## config.mk

```make
export PLATFORM = sky130hd
export DESIGN_NAME = ram_cmd_seq
export DESIGN_NICKNAME = d
export VERILOG_FILES = /design/src/rtl/ram_cmd_seq.sv
export SDC_FILE = /design/constraint.sdc
export NUM_CORES = 1
export LEC_CHECK = 0
export CORE_MARGIN = 2
export CORE_UTILIZATION = 41
export DETAILED_ROUTE_END_ITERATION = 10
export GPL_TIMING_DRIVEN = 0
export PLACE_DENSITY_LB_ADDON = 0.2
export SLEW_MARGIN = 20
export SYNTH_ARGS = -nofsm -noshare
export SYNTH_HDL_FRONTEND = slang
export SYNTH_SLANG_ARGS = --single-unit
```

## constraint.sdc

```tcl
create_clock -name clk -period 3.8 [get_ports clk]
set_input_delay 0.76 -clock clk [delete_from_list [all_inputs] [get_ports clk]]
set_output_delay 0.76 -clock clk [all_outputs]
set_load 0.02 [all_outputs]
```

## src/rtl/ram_cmd_seq.sv

```systemverilog
// ram_cmd_seq: byte-command sequencer driving a dev_ram port.
//
// pkg_ram carries the RAM op/type encodings shared with dev_ram.
//
// Ports:
//   clk, rst_n       clock, asynchronous active-low reset
//   cmd_valid/ready  command handshake; cmd_code 00=SET_ADDR 01=WRITE
//                    10=READ 11=NOP, cmd_data = address or data byte
//   rsp_valid/ready  read response handshake; rsp_data = fetched byte,
//                    rsp_hi_zero = upper fetched bits were all zero
//   ram_op, ram_data_type, ram_addr, ram_data_in  registered RAM controls
//   ram_data_out     RAM read data
//   busy             sequencer is not idle
package pkg_ram;
  localparam int unsigned RAM_ADDRW     = 8;
  localparam int unsigned RAM_LONG_SIZE = 32;

  typedef enum logic [1:0] {
    RAM_NOP   = 2'd0,
    RAM_STORE = 2'd1,
    RAM_FETCH = 2'd2
  } ram_op_e;

  typedef enum logic [1:0] {
    RAM_BYTE = 2'd0,
    RAM_HALF = 2'd1,
    RAM_LONG = 2'd2
  } ram_type_e;
endpackage

module ram_cmd_seq #(
  parameter int unsigned ADDRW     = 8,
  parameter int unsigned DATAW     = 32,
  parameter int unsigned FETCH_LAT = 1
) (
  input  logic                clk,
  input  logic                rst_n,
  input  logic                cmd_valid,
  output logic                cmd_ready,
  input  logic [1:0]          cmd_code,
  input  logic [7:0]          cmd_data,
  output logic                rsp_valid,
  input  logic                rsp_ready,
  output logic [7:0]          rsp_data,
  output logic                rsp_hi_zero,
  output pkg_ram::ram_op_e    ram_op,
  output pkg_ram::ram_type_e  ram_data_type,
  output logic [ADDRW-1:0]    ram_addr,
  output logic [DATAW-1:0]    ram_data_in,
  input  logic [DATAW-1:0]    ram_data_out,
  output logic                busy
);
  import pkg_ram::*;

  localparam int unsigned CNTW = (FETCH_LAT > 1) ? $clog2(FETCH_LAT) : 1;
  localparam logic [CNTW-1:0] CNT_LAST = CNTW'(FETCH_LAT - 1);

  localparam logic [1:0] C_SET = 2'b00;
  localparam logic [1:0] C_WR  = 2'b01;
  localparam logic [1:0] C_RD  = 2'b10;

  typedef enum logic [2:0] {S_IDLE, S_STORE, S_FETCH, S_WAIT, S_RESP} state_e;

  state_e           state_q, state_d;
  ram_op_e          op_q, op_d;
  logic [ADDRW-1:0] addr_q, addr_d;
  logic [DATAW-1:0] din_q, din_d;
  logic             rsp_valid_q, rsp_valid_d;
  logic [7:0]       rsp_data_q, rsp_data_d;
  logic             rsp_hz_q, rsp_hz_d;
  logic [CNTW-1:0]  cnt_q, cnt_d;
  logic             accept;
  logic             capture;

  assign accept  = cmd_valid && (state_q == S_IDLE);
  // The FETCH op is registered, so data is valid FETCH_LAT cycles after
  // the FETCH cycle; WAIT spans exactly those FETCH_LAT cycles.
  assign capture = (state_q == S_WAIT) && (cnt_q == CNT_LAST);

  // State register
  always_ff @(posedge clk or negedge rst_n) begin
    if (!rst_n) state_q <= S_IDLE;
    else        state_q <= state_d;
  end

  // Next-state logic
  always_comb begin
    state_d = state_q;
    unique case (state_q)
      S_IDLE: begin
        if (accept) begin
          if (cmd_code == C_WR)      state_d = S_STORE;
          else if (cmd_code == C_RD) state_d = S_FETCH;
        end
      end
      S_STORE: state_d = S_IDLE;
      S_FETCH: state_d = S_WAIT;
      S_WAIT:  if (capture)   state_d = S_RESP;
      S_RESP:  if (rsp_ready) state_d = S_IDLE;
      default: state_d = S_IDLE;
    endcase
  end

  // Combinational outputs
  always_comb begin
    cmd_ready = (state_q == S_IDLE);
    busy      = (state_q != S_IDLE);
  end

  // Datapath next values
  always_comb begin
    op_d        = RAM_NOP;
    addr_d      = addr_q;
    din_d       = din_q;
    rsp_valid_d = rsp_valid_q;
    rsp_data_d  = rsp_data_q;
    rsp_hz_d    = rsp_hz_q;
    cnt_d       = cnt_q;
    unique case (state_q)
      S_IDLE: begin
        if (accept) begin
          if (cmd_code == C_SET) begin
            addr_d = ADDRW'(cmd_data);
          end else if (cmd_code == C_WR) begin
            din_d = DATAW'(cmd_data);
            op_d  = RAM_STORE;
          end else if (cmd_code == C_RD) begin
            op_d = RAM_FETCH;
          end
        end
      end
      S_STORE: addr_d = addr_q + 1'b1;
      S_FETCH: cnt_d = '0;
      S_WAIT: begin
        if (capture) begin
          rsp_data_d  = ram_data_out[7:0];
          rsp_hz_d    = (ram_data_out[DATAW-1:8] == '0);
          rsp_valid_d = 1'b1;
          addr_d      = addr_q + 1'b1;
          cnt_d       = '0;
        end else begin
          cnt_d = cnt_q + 1'b1;
        end
      end
      S_RESP: if (rsp_ready) rsp_valid_d = 1'b0;
      default: ;
    endcase
  end

  always_ff @(posedge clk or negedge rst_n) begin
    if (!rst_n) begin
      op_q        <= RAM_NOP;
      addr_q      <= '0;
      din_q       <= '0;
      rsp_valid_q <= 1'b0;
      rsp_data_q  <= '0;
      rsp_hz_q    <= 1'b0;
      cnt_q       <= '0;
    end else begin
      op_q        <= op_d;
      addr_q      <= addr_d;
      din_q       <= din_d;
      rsp_valid_q <= rsp_valid_d;
      rsp_data_q  <= rsp_data_d;
      rsp_hz_q    <= rsp_hz_d;
      cnt_q       <= cnt_d;
    end
  end

  assign ram_op        = op_q;
  assign ram_data_type = RAM_BYTE;
  assign ram_addr      = addr_q;
  assign ram_data_in   = din_q;
  assign rsp_valid     = rsp_valid_q;
  assign rsp_data      = rsp_data_q;
  assign rsp_hi_zero   = rsp_hz_q;

endmodule

```

Word-level counts from Yosys, hierarchy flattened
Index checks and enable logic that the tools add are counted.
{ "totals": {"elab_cells": 57, "regBits": 32} }
{ "op_classes": {"n_reduce_logical": 14, "n_mux": 20, "bitwise_logic": 2, "add_sub_neg": 2, "eq_ne": 11} }
{ "op_table": {"columns": ["cell", "n"], "rows": [
  ["$logic_not A24 Y1", 1],
  ["$mux W8", 3],
  ["$pmux W8 S3", 1],
  ["$mux W3", 5],
  ["$pmux W3 S4", 1],
  ["$reduce_and A4 Y1", 3],
  ["$mux W2", 5],
  ["$add A8 B1 Y8 const B", 1],
  ["$eq A3 B2 Y1 const B", 2],
  ["$reduce_bool A3 Y1", 2],
  ["$ne A2 B1 Y1 const B", 2],
  ["$ne A2 B2 Y1 const B", 2],
  ["$pmux W1 S2", 2],
  ["$reduce_bool A2 Y1", 2],
  ["$eq A3 B1 Y1 const B", 1],
  ["$eq A3 B3 Y1 const B", 1],
  ["$logic_not A3 Y1", 1],
  ["$mux W1", 3],
  ["$ne A3 B1 Y1 const B", 1],
  ["$reduce_and A3 Y1", 1],
  ["$eq A2 B1 Y1 const B", 1],
  ["$eq A2 B2 Y1 const B", 1],
  ["$logic_and A1 B1 Y1", 2],
  ["$logic_not A2 Y1", 1],
  ["3 further kinds", 4]
]} }

Logic depth before layout (Yosys ltp)
Gate-level depths: netlist (run 1).
{ "logic_depth": {"depth_word": 6, "depth_mapped": 6} }

Worst setup path before layout (run 1)
Ideal clock, no wire load.
{ "synth_timing": {"kind": "register to output", "from": "register state_q[1]", "to": "output port busy", "arrival_time_ns": 1.057, "path_slack_ns": 1.983, "stages_incl_launch_ff": 4, "required_time_ns": 3.040, "cell_sequence": "dfrtp_1 -> buf_6 -> nor3_4 -> inv_1"} }
{ "synth_between": {"elab_chain_cells": 1} }
{ "synth_lines": {"columns": ["element", "line_no", "rtl"], "rows": [
  ["start: declaration", "64", "state_e state_q, state_d;"],
  ["start signal: assignment", "83", "else state_q <= state_d;"],
  ["$reduce_bool A3 Y1", "107", "busy = (state_q != S_IDLE);"],
  ["end: declaration", "51", "output logic busy"]
]} }
No other way between the ends.

Worst setup path in the final report (run 1)
{ "layout_timing": {"from": "register state_q[1]", "to": "output port cmd_ready"} }
{ "layout_between": {"elab_chain_cells": 1} }
{ "layout_lines": {"columns": ["element", "line_no", "rtl"], "rows": [
  ["$logic_not A3 Y1", "106", "cmd_ready = (state_q == S_IDLE);"],
  ["end: declaration", "39", "output logic cmd_ready,"]
]} }
No other way between the ends.

==> results of run 1 <==
## layer usage
layer / up-vias / global-route usage, % / wire length, um
met5: - / 0 / 0
met4: 0 / 5.23 / 65
met3: 8 / 6.83 / 305
met2: 52 / 30.4 / 2170
met1: 686 / 21.2 / 1620
li1: 734 / - / -
## worst paths after layout
| path | from | end | slack (ns) | cells after the start |
|---|---|---|---|---|
| hold reg to reg | rsp_hi_zero | rsp_hi_zero | 0.48 | 2 |
| min in group clk | rsp_hi_zero | rsp_hi_zero | 0.48 | 2 |
| setup / recovery | state_q[1] | cmd_ready | 1.30 | 3 |
| hold / removal | rst_n | ram_data_in[3] | 0.29 | 1 |
| max in group asynchronous | rst_n | rsp_data[6] | 3.16 | 2 |
| setup reg to reg | state_q[1] | ram_data_in[3] | 2.31 | 4 |
## worst reg2reg max path, stage by stage (launching register included)
cell and delay (ns):
dfrtp_1 0.39, buf_6 0.15, nor3_4 0.27, nand4b_4 0.24
mux2_2 0.33
## final cells by class
class,count,area (um2),share of cell area [%]
plain buffers,32,246,8.99
clock buffers,5,68.8,2.51
repair buffers,76,766,27.9
flip-flops and latches,32,801,29.2
inverters,6,22.5,0.822
multi-input cells,117,774,28.3
well taps,50,62.6,2.28
## sequential cells by signal (all words and copies together), names as in the netlist
name	cells
ram_data_in	8
rsp_valid	1
state_q	3
rsp_hi_zero	1
ram_addr	8
cnt_q	1
ram_op	2
rsp_data	8
## layout by cell type (no fill, tap or decap), types with 6 or more instances in the layout
cell type,count
mux2_2,15
nand2_1,12
a21oi_1,10
dfrtp_1,32
clkdlybuf4s50_1,74
buf_4,27
o21ai_0,6
conb_1,26
nor4_1,6
inv_1,6
## kinds of logic (layout without fill, tap and decap cells)
group                      count (synthesis)  after routing  share of synthesized area, %
AOI/OAI and AO/OA                         32             32                          11.4
buffers and inverters                     38            119                          15.4
adders and majority gates                  1              1                         0.715
other                                      1             26                         0.214
DFF                                       32             32                          45.7
muxes                                     19             19                          12.0
and+or+nand+nor                           39             39                          14.5
## per-stage QoR
stage | cell area [um2] | setup WS (ns) | utilization (%) | hold WS, ns
floorplan | 1840 | 1.98 | - | 0.464
global placement | 2660 | 1.29 | 65.5 | 0.462
detailed placement | 2670 | 1.50 | 65.9 | 0.466
CTS | 2740 | 1.28 | 67.6 | 0.280
global route | 2740 | 1.22 | 67.6 | 0.282
finish | 2740 | 1.30 | 67.6 | 0.287
## power by group through the flow
stage                     Combinational, mW  Clock [mW]  Sequential [mW]
final                                  1.12       0.228            0.595
after global routing                   1.20       0.247            0.617
after CTS                              1.13       0.235            0.597
after detailed placement               1.12           0            0.602
after global placement                 1.11           0            0.594
after floorplan                       0.508           0            0.752
==> results.yml, run 1 <==
synth:
  synth_cells: 162
  synth.most_common_cell: "dfrtp_1"
  synth_area_leaders: "dfrtp_1 46%, buf_4 12%, mux2_2 9.6%, a21oi_1 2.9%, nand2_1 2.6%"
  avgSynthCellArea_um2: 10.8
  synth_seq_area_share_pct: 45.7
  synth.ff_latch_count: 32
  yosys_warnings: 0
  synth_top_area_share_pct: 45.7
  async_reset_ff_share_pct: 100
  ys_types: 38
  syn_area_mm2: 0.00175
  synth_edf_count: 0
  ys_top_cells_by_count: "32 x dfrtp_1, 27 x buf_4, 15 x mux2_2"
  synthFlopType: "dfrtp_1"
  yosys.area.top_type: "dfrtp_1"
routing:
  dr.pass1.iters: 4
  vias: 1480
  drc: 0
  drt_iter0_markers: 44
  drt-vias-per-instance: 4.65
  antenna_left: 0
  wl_mm: 4.16
  wire_per_inst_um: 13.1
floorplanning:
  dieArea_mm2: 0.00481
  dieHeight_um: 69.3
  start_util_pct: 43.1
  rows: 23
  die_w_um: 69.3
  core_mm2: 0.00406
  pin_count: 102
cts:
  post_cts_resized: 0
  clkLatencyLatePin_ns: 0.28
  cts.sinks: 32
  h-tree-depth: 2
  cts_setup_buffers: 0
  cts_buffers: 5
  clk_path_buf_depth: 2
  postCtsHoldBufs: 0
  cts_tree: "yes"
  cts.clk_slew.worst_paths_ns: 0.06
  cts_root_buffer: "clkbuf_8"
cells_and_area:
  syn_to_final_growth_pct: 56.6
  nFillCells: 351
  drive_gt1_share_pct: 22.4
  n_antenna_cell: 0
  fin_nets: 317
  final_cells: 318
critical_path:
  setup.worst_path.class: "flip-flop to output pin"
  crit_buf_inv: 2
  cp_max_fo: 10
  cp_top_family: "buffers and inverters"
  path_cells: "buf_6, nor3_4, clkdlybuf4s50_1"
  critPathMaxStageDelay_ns: 0.65
  cp-start-kind: "flip-flop"
  crit_path_end_kind: "output pin"
  slowest_stage: "clkdlybuf4s50_1"
  cp_data_required_time_ns: 3.04
  arrival_ns: 1.74
grt:
  grt_max_degree: 30
  grt_usage_pct: 18.0
  gr-total-overflow: 0
  grt_pass1_wl_mm: 6.95
  antenna_found_initial: 0
  first_global_vias: 1439
placement:
  dp_hpwl_mm: 3.37
  port-buffer-count: 75
  place.gp.congestion: 0.896
  place_inst: 313
power_and_ir_drop:
  power_density_mw_per_mm2: 708
  clock_power_share_pct: 11.8
  peakVddDrop_uv: 409
  p_seq_share_pct: 30.7
  netSwitchingFraction_pct: 39.8
  finalPower_mw: 1.94
  p_leak_nw: 1.24
  p_int_mw: 1.17
  comb_power_share_pct: 57.6
  p_sw_uw: 773
sta:
  maxSlewViolCount: 0
  hold_viol: 0
  fmax_ghz: 0.400
  setup_viol: 0
  worst_clock_skew_ns: 0.00259
  finalSetupTns_ns: 0
  rsz0062_at_grt: "no"
  finalCritPeriodShare_pct: 65.7
  min_period_ns: 2.50
status:
  outcome: "finished, final reports clean"
flow_run:
  cap_viol_max_count: 0
min_path:
  hold_class: "primary input to async pin"
Note: power is estimated with default switching activity, not from simulation.
==> run 2: changes to the inputs <==
Settings changed: CORE_UTILIZATION 41 to 38.
Clock period 3.8 ns to 2.5 ns, I/O delays scaled along.
==> results.yml, run 2 (synthesis gave the netlist of run 1 again) <==
floorplanning:
  dieArea_mm2: 0.00517
  start_util_pct: 39.9
  die_w_um: 71.9
  pin_count: 102
  rows: 24
  dieHeight_um: 71.9
  core_mm2: 0.00438
routing:
  drt_iter0_markers: 51
  wire_per_inst_um: 12.8
  antenna_left: 0
  wl_mm: 4.15
  drc: 0
  drt-vias-per-instance: 4.58
  dr.pass1.iters: 4
  vias: 1478
critical_path:
  setup.worst_path.class: "flip-flop to output pin"
  cp-start-kind: "flip-flop"
  r2r_start: "state_q[2]"
  cp_data_required_time_ns: 2.00
  worstReg2RegEnd: "ram_addr[7]"
  cp_max_fo: 10
  r2r.worst_path.cells: 5
  r2r_slack_ns: 0.99
  arrival_ns: 1.74
  crit_path_end_kind: "output pin"
grt:
  grt_pass1_wl_mm: 6.80
  grt_max_degree: 28
  first_global_vias: 1456
  antenna_found_initial: 0
  gr-total-overflow: 0
  grt_usage_pct: 17.0
power_and_ir_drop:
  p_seq_share_pct: 30.0
  p_sw_mw: 1.18
  p_int_mw: 1.82
  netSwitchingFraction_pct: 39.4
  clock_power_share_pct: 13.4
  peakVddDrop_uv: 806
  p_leak_nw: 1.25
  power_density_mw_per_mm2: 1090
  comb_power_share_pct: 56.6
cts:
  h-tree-depth: 2
  cts_setup_buffers: 0
  cts.clk_slew.worst_paths_ns: 0.06
  cts_buffers: 5
  postCtsHoldBufs: 0
  cts.sinks: 32
  cts_root_buffer: "clkbuf_8"
  cts_tree: "yes"
  clkLatencyLatePin_ns: 0.28
  clk_path_buf_depth: 2
  post_cts_resized: 0
sta:
  hold-worst-slack_ns: 0.0411
  finalCritPeriodShare_pct: 89.6
  worst_clock_skew_ns: 0.00606
  rsz0062_at_grt: "no"
  maxSlewViolCount: 0
  finalSetupTns_ns: 0
  fmax_ghz: 0.446
  min_period_ns: 2.24
  hold_viol: 0
  setup_viol: 0
placement:
  port-buffer-count: 75
  place.gp.congestion: 0.846
  dp_hpwl_mm: 3.22
cells_and_area:
  fin_nets: 317
  drive_gt1_share_pct: 22.5
  syn_to_final_growth_pct: 58.0
  final_core_util_pct: 63.1
  mostFrequentLayoutCells: "74 x clkdlybuf4s50_1, 32 x dfrtp_1, 27 x buf_4"
  mostFrequentLayoutCell: "clkdlybuf4s50_1"
  n_antenna_cell: 0
status:
  outcome: "finished, final reports clean"
flow_run:
  cap_viol_max_count: 0
min_path:
  hold_class: "primary input to async pin"
## run 2: cell types whose count changed in the layout (fill, tap and decap cells not counted), sizes merged
cell,delta
clkbuf,+3
## run 2: how the worst max path moves through the flow
stage,from,endpoint,cells after the start
floorplan,state_q[1],busy,3
detailed placement,cmd_valid,ram_addr[6],6
global placement,rst_n,rsp_data[7],1
finish,state_q[1],cmd_ready,3
CTS,state_q[1],cmd_ready,3
global route,state_q[2],cmd_ready,3
## run 2: final cells by class
type,instances,area [um2]
inverters,6,22.5
repair buffers,76,766
well taps,52,65.1
plain buffers,32,246
multi-input cells,117,774
fillers,392,1620
flip-flops and latches,32,801
clock buffers,8,90.1
## run 2: power groups by stage
| stage | registers (mW) | logic, mW | clock network (mW) |
|---|---|---|---|
| after floorplan | 1.14 | 0.771 | 0 |
| after global placement | 0.904 | 1.68 | 0 |
| after detailed placement | 0.905 | 1.71 | 0 |
| after CTS | 0.902 | 1.71 | 0.414 |
| after global routing | 0.942 | 1.83 | 0.437 |
| final | 0.902 | 1.70 | 0.402 |
## run 2: metrics by stage
step                total power, mW  setup slack (ns)  instances  instance area [um2]
detailed placement             2.61             0.425        315                 2680
floorplan                      1.92             0.943        187                 1840
CTS                            3.03             0.240        323                 2770
global route                   3.21             0.181        323                 2770
global placement               2.59             0.247        314                 2660
finish                         3.00             0.260        323                 2770
## run 2: worst max-delay path, stage by stage, from the launching register on
cell and delay, ns:
dfrtp_1 0.39, buf_6 0.15, nor3_4 0.27, clkdlybuf4s50_1 0.65
## run 2: per-layer routing
layer / global-route usage (%) / vias up / share of wire (%)
li1: - / 738 / -
met1: 21.5 / 688 / 43
met2: 27.9 / 48 / 50
met3: 4.92 / 4 / 6.0
met4: 5.66 / 0 / 0.89
met5: 0 / - / 0
==> run 3: changes to the inputs <==
--- a/constraint.sdc
+++ b/constraint.sdc
@@ -3,2 +3,2 @@
 set_output_delay 0.5 -clock clk [all_outputs]
-set_load 0.02 [all_outputs]
+set_load 0.005 [all_outputs]
==> results of run 3 <==
Same layout as run 2 (identical final DEF). Status: finished, final reports clean.
Main changes from that run: setup slack after layout 0.260 ns -> 0.363 ns; total power 3.00 mW -> 2.71 mW; worst IR drop on VDD 806 uV -> 674 uV
==> RTL edit, RTL diff (settings of run 1) <==
`DATAW`: 32 -> 64.
--- a/src/rtl/ram_cmd_seq.sv
+++ b/src/rtl/ram_cmd_seq.sv
@@ -30,7 +30,7 @@
 
 module ram_cmd_seq #(
   parameter int unsigned ADDRW     = 8,
-  parameter int unsigned DATAW     = 32,
+  parameter int unsigned DATAW     = 64,
   parameter int unsigned FETCH_LAT = 1
 ) (
   input  logic                clk,
Ports: changed (resized ram_data_in and ram_data_out); port bits go from 102 to 166. No check against the original RTL was run, so the function may have changed too.
==> RTL edit against run 1 <==
Total power rose by 4.6%; wire length rose by 35%; critical endpoint unchanged; combinational power rose by 4%; critical path depth did not move; die area rose by 17%; setup slack improved by 34 ps; sequential cell count did not move; largest power group unchanged; clock power rose by 17%; design area rose by 28%; utilization rose by 6.0 points; register-to-register slack got worse by 20 ps; area after synthesis rose by 18%.
==> RTL edit: results (changes against run 1) <==
metric;value;unit;change
drtPass1Iterations;4;;unchanged
dr.first_iter.drc_count;83;;+89%
timing.rr.start;state_q[2];;
nFillCells;373;;+6.3%
cp_slowest_cell;clkdlybuf4s50_1;;
place.gp.congestion;0.8486;;-5.3%
rrSetupSlack;2290;ps;-20 ps
synth-edff-count;0;;unchanged
grt_util_met2;35.87;%;+5.4 points
p_leak;1.698;nW;+37%
hold_ws;474.6;ps;+187.4 ps
hold_class;register to register;;
drive_gt1_share;21.43;%;-0.96 points
critPathTopFamily;buffers and inverters;;
grt_pass1_wl;8756;um;+26%
grt_pass1_vias;1986;;+38%
peakVddDrop;0.2400;mV;-41%
yosys-top-cells-area;dfrtp_1 (39%), buf_4 (22%), nand2_1 (6.2%);;
rr_worst_depth;5;;+1
cp_slowest_stage_delay;650;ps;about the same
hold_start;rsp_data[0];;
clockBufferDepth;2;;unchanged
wl_met1;2129;um;+31%
use_met1;23.55;%;+2.4 points
netlist_instances;220;;+36%
startpoint;state_q[0];;
finalNetCount;470;;+48%
seq_area_frac_synth;38.79;%;-7.0 points
diodes;0;;unchanged
fin_skew;2.745;ps;+0.1515 ps
synthTopCellsByCount;buf_4 (60), nand2_1 (34), dfrtp_1 (32);;
grt_max_degree;33;;+10%
synth_cell_type_count;42;;+11%
clkPwrFrac;13.1;%;+1.3 points
portBuffers;107;;+43%
hold_end;rsp_data[0];;
ctsRootBufferMaster;clkbuf_8;;
status;complete, no violations;;
reg2reg_to;ram_addr[3];;
layout.cells.non_filler;459;;+44%
drt-total-wl;5620;um;+35%
wl_met3;475;um;+56%
postCtsSetupRepairBufs;0;;unchanged
globalRouteTotalUtil;20.45;%;+2.5 points
hpwlAfterDp;4786;um;+42%
routed.top_layer;met4;;
antenna_found_initial;0;;unchanged
wl_met2;2928;um;+35%
place_inst;451;;+44%
viasPerCell;4.399;;-5.5%
clk_latency;280;ps;about the same
internal-power;1.213;mW;+3.9%
seq-power;0.593;mW;about the same
grtUsageMet3;6.693;%;-0.14 points
-- RTL edit: cells by family after synthesis --
logic type | share of synthesized area, %
AND/OR/NAND/NOR | 20.55
buffers and inverters | 24.30
flip-flops | 38.79
AO/OA/AOI/OAI | 9.758
multiplexers | 5.818
adder cells (fa/ha/maj) | 0.6060
other | 0.1816
-- RTL edit: cell type report --
| class | instances | area share, % |
|---|---|---|
| Buffer | 65 | 13.83 |
| Clock buffer | 8 | 2.560 |
| Inverter | 4 | 0.4267 |
| Multi-Input combinational cell | 176 | 27.74 |
| Sequential cell | 32 | 22.76 |
| Tap cell | 67 | 2.383 |
| Timing Repair Buffer | 107 | 30.30 |
-- RTL edit: per-stage QoR --
stage	worst slack, ps	total power, mW	instance area [um2]
5_1_grt	1265	2.173	3518
6_report	1337	2.031	3518
2_1_floorplan	2011	1.283	2278
3_3_place_gp	1336	1.744	3433
4_1_cts	1314	2.043	3518
3_5_place_dp	1467	1.776	3428
